<file path="config.mk">
export PLATFORM = sky130hd
export DESIGN_NAME = multi_bit_sync_filter
export DESIGN_NICKNAME = d
export VERILOG_FILES = /design/src/rtl/multi_bit_sync_filter.sv
export SDC_FILE = /design/constraint.sdc
export NUM_CORES = 1
export LEC_CHECK = 0
export BUFFER_PORTS_ARGS = -buffer_cell sky130_fd_sc_hd__buf_2
export CORE_MARGIN = 4
export CORE_UTILIZATION = 45
export DETAILED_ROUTE_END_ITERATION = 16
export PLACE_DENSITY_LB_ADDON = 0.2
export SETUP_SLACK_MARGIN = 0.05
export SYNTH_ARGS = -nofsm -noshare
export SYNTH_HDL_FRONTEND = slang
export SYNTH_SLANG_ARGS = --single-unit
</file>
<file path="constraint.sdc">
create_clock -name clk_i -period 2.2 [get_ports clk_i]
set_input_delay 0.44 -clock clk_i [delete_from_list [all_inputs] [get_ports clk_i]]
set_output_delay 0.44 -clock clk_i [all_outputs]
set_load 0.02 [all_outputs]
</file>
<file path="src/rtl/multi_bit_sync_filter.sv">
// Multi-channel synchroniser with per-channel debounce filter and optional
// rise/fall/change event outputs (enabled by MULTI_BIT_SYNC_EVENT_EN).
module multi_bit_sync_filter #(
  parameter int NUM_STG  = 2,
  parameter int WIDTH    = 4,
  parameter int FILT_LEN = 3
) (
  input  logic             clk_i,
  input  logic             rst_i,
  input  logic [WIDTH-1:0] async_i,
  output logic [WIDTH-1:0] sync_o,
  output logic [WIDTH-1:0] rise_o,
  output logic [WIDTH-1:0] fall_o,
  output logic             chg_o
);

  localparam int CNT_W = (FILT_LEN > 1) ? $clog2(FILT_LEN) : 1;
  localparam logic [CNT_W-1:0] CNT_LAST = CNT_W'(FILT_LEN - 1);

  logic [WIDTH-1:0] event_any;

  for (genvar gi = 0; gi < WIDTH; gi++) begin : g_chan
    logic [NUM_STG-1:0] chain_q;
    logic [CNT_W-1:0]   cnt_q, cnt_d;
    logic               level_q, level_d;
    logic               s;

    always_ff @(posedge clk_i or posedge rst_i) begin
      if (rst_i) chain_q <= '0;
      else       chain_q <= {chain_q[NUM_STG-2:0], async_i[gi]};
    end

    assign s = chain_q[NUM_STG-1];

    // Any agreeing cycle restarts the count; only an unbroken run commits.
    always_comb begin
      cnt_d   = '0;
      level_d = level_q;
      if (s != level_q) begin
        if (cnt_q == CNT_LAST) level_d = s;
        else                   cnt_d   = cnt_q + CNT_W'(1);
      end
    end

    always_ff @(posedge clk_i or posedge rst_i) begin
      if (rst_i) begin
        cnt_q   <= '0;
        level_q <= 1'b0;
      end else begin
        cnt_q   <= cnt_d;
        level_q <= level_d;
      end
    end

    assign sync_o[gi] = level_q;

`ifdef MULTI_BIT_SYNC_EVENT_EN
    logic rise_q, fall_q;

    // Registered alongside level so the pulse lines up with the new sync value.
    always_ff @(posedge clk_i or posedge rst_i) begin
      if (rst_i) begin
        rise_q <= 1'b0;
        fall_q <= 1'b0;
      end else begin
        rise_q <= level_d & ~level_q;
        fall_q <= ~level_d & level_q;
      end
    end

    assign rise_o[gi]    = rise_q;
    assign fall_o[gi]    = fall_q;
    assign event_any[gi] = rise_q | fall_q;
`else
    assign rise_o[gi]    = 1'b0;
    assign fall_o[gi]    = 1'b0;
    assign event_any[gi] = 1'b0;
`endif
  end

`ifdef MULTI_BIT_SYNC_EVENT_EN
  logic chg_q;

  always_ff @(posedge clk_i or posedge rst_i) begin
    if (rst_i) chg_q <= 1'b0;
    else       chg_q <= |event_any;
  end

  assign chg_o = chg_q;
`else
  logic unused_events;
  assign unused_events = |event_any;
  assign chg_o = 1'b0;
`endif

endmodule
</file>
==> results.toml <==
[power]
seqPwrFrac_pct = 54.1
p_sw_share_pct = 31.74
powerDensity_mw_per_mm2 = 1268
pwr-share-clk_pct = 14.9
p_int_uw = 724.3
switchingPower_uw = 336.8
ir_drop_mv = 0.3938
comb_power_share_pct = 31.1
p_total_mw = 1.061
leakage_nw = 0.3942

[timing]
slew_headroom_pct = 52.68
fmax_mhz = 761.1
fin_crit_sh_pct = 59.73
hold_ws_ns = 0.2502
rsz0062_at_grt = "false"
final.setup.tns_ns = 0
worst_slew_pin_slew_ns = 0.7091
slew_violations = 0
finClkSkew_ns = 0.001472
hold_viol_final = 0
setup_violations = 0
final.min_clock_period_ns = 1.314

[placed_design]
hpwlAfterDp_um = 674
globalplace.congestion = 0.6858
placedCellCount = 84
io_buffers = 9

[floorplanning]
die-width_um = 50.32
core_mm2 = 0.001708
ios = 19
initial_core_util_pct = 47.18
die_y_um = 50.32
die_area_mm2 = 0.002532
rows = 15

[cts]
cts_root_buf = "clkbuf_4"
tritoncts = "built"
htreeDepth = 1
ctsHoldBuffers = 0
clk_path_buf_depth = 2
post_cts_buffers = 0
cts_buffers = 3
cts_resized = 0
cts.clk_slew.worst_paths_ns = 0.09
clk_latency_ns = 0.28
cts_num_sinks = 20

[setup_path]
worst_ep_arrival_time_ns = 0.87
worst-path-max-fanout = 3
end_kind = "primary output"
start_kind = "flop"
r2r_end = "g_chan[3].level_q"
critPathMaxStageDelay_ns = 0.42
path_cells = "buf_2"
cp.buffers_inverters = 1
ff2ff_path_depth = 2
critPathRequiredTime_ns = 1.76
cp.depth = 1
cp_top_family = "flip-flops"
crit_type = "reg2out"
worstReg2RegStart = "g_chan[3].cnt_q[0]"
worst-r2r-setup-slack_ns = 1.25
cp_slowest_cell = "dfrtp_1"

[route]
firstDrtPassIters = 4
routed_wl_um = 902
drt_iter0_drc = 2
via_per_inst = 4.034
num_vias = 351
wire_per_inst_um = 10.37
drc_errors = 0
final_antenna_net_count = 0

[run_status]
run_status = "finished clean"

[logic_synthesis]
seq_area_frac_synth_pct = 62.11
syn_area_per_cell_um2 = 14.65
yosys_warnings = 0
syn-cell-area_um2 = 805.8
ys_ff_latch = 20
synth_cells = 55
synth_cell_types = 9

[layout]
layout_commonest_cell = "dfrtp_1"
nets = 70
fin_util_pct = 49.01
layout_common_cells = "dfrtp_1, conb_1, buf_2"
final_cell_count_no_fill = 87
fillers = 166
n_antenna_cell = 0
areaGrowthSynthToFinish_pct = 3.882
layout-drive-gt1-share_pct = 32.26

[flow_run]
cap_violations = 0

[grt]
grt_max_degree = 21
grt_pass1_vias = 399
grt_overflow = 0
track_usage_pct = 8.924
antenna_found_initial = 0
grt_pass1_wl_mm = 1.614

[worst_hold_path]
worstHoldPathType = "in2async"
-- worst max path at each step --
| stage | slack [ns] | endpoint | from |
|---|---|---|---|
| global route | 0.84 | sync_o[3] | g_chan[3].level_q |
| CTS | 0.87 | sync_o[1] | g_chan[1].level_q |
| floorplan | 1.23 | sync_o[0] | g_chan[0].level_q |
| finish | 0.89 | sync_o[1] | g_chan[1].level_q |
| detailed placement | 1.10 | g_chan[3].chain_q[0] | rst_i |
| global placement | 1.12 | g_chan[3].chain_q[0] | rst_i |
-- synthesized netlist by cell type, drive strengths merged --
cell type	number	share of area, %
conb	1	0.47
nor3b	4	3.7
buf	13	12
xnor2	4	4.3
dfrtp	20	62
inv	1	0.47
nor3	4	2.5
mux2	4	7.5
nor2b	4	6.8
-- sequential cells by signal, summed over array words and instances (netlist names) --
signal / cells
g_chan.chain_q: 8
g_chan.cnt_q: 8
g_chan.level_q: 4
-- through the flow --
| step | area (um^2) | setup WS, ns |
|---|---|---|
| global placement | 814.5 | 1.123 |
| floorplan | 835.8 | 1.228 |
| global route | 837.1 | 0.8358 |
| finish | 837.1 | 0.8860 |
| detailed placement | 814.5 | 1.103 |
| CTS | 837.1 | 0.8674 |
-- layer usage --
metal	share of wire, %	GRT usage (%)	vias to the layer above
met2	52	12.83	7
met4	1.4	8.072	0
met1	41	10.42	172
met5	0	0	-
li1	-	-	170
met3	5.4	2.967	2
-- logic make-up after synthesis --
| group | count (synthesis) | share of synthesized area (%) |
|---|---|---|
| AND/OR/NAND/NOR | 12 | 13.04 |
| other | 1 | 0.4654 |
| buffers and inverters | 14 | 12.58 |
| multiplexers | 4 | 7.454 |
| XOR/XNOR | 4 | 4.347 |
| flip-flops | 20 | 62.11 |
-- cell type report --
cell class	instances	area (um^2)	share of cell area, %
Tap cell	25	31.28	3.737
Multi-Input combinational cell	29	234.0	27.95
Timing Repair Buffer	9	45.04	5.381
Inverter	1	3.754	0.4484
Clock buffer	3	22.52	2.691
Sequential cell	20	500.5	59.79
-- power by group through the flow --
stage               combinational [mW]  clock (mW)  sequential (mW)
floorplan                        0.338           0            0.562
global placement                 0.332           0            0.574
detailed placement               0.336           0            0.582
CTS                              0.336       0.171            0.575
global route                     0.352       0.186            0.590
finish                           0.329       0.158            0.574
No activity file was read; power rests on OpenSTA's default activity.
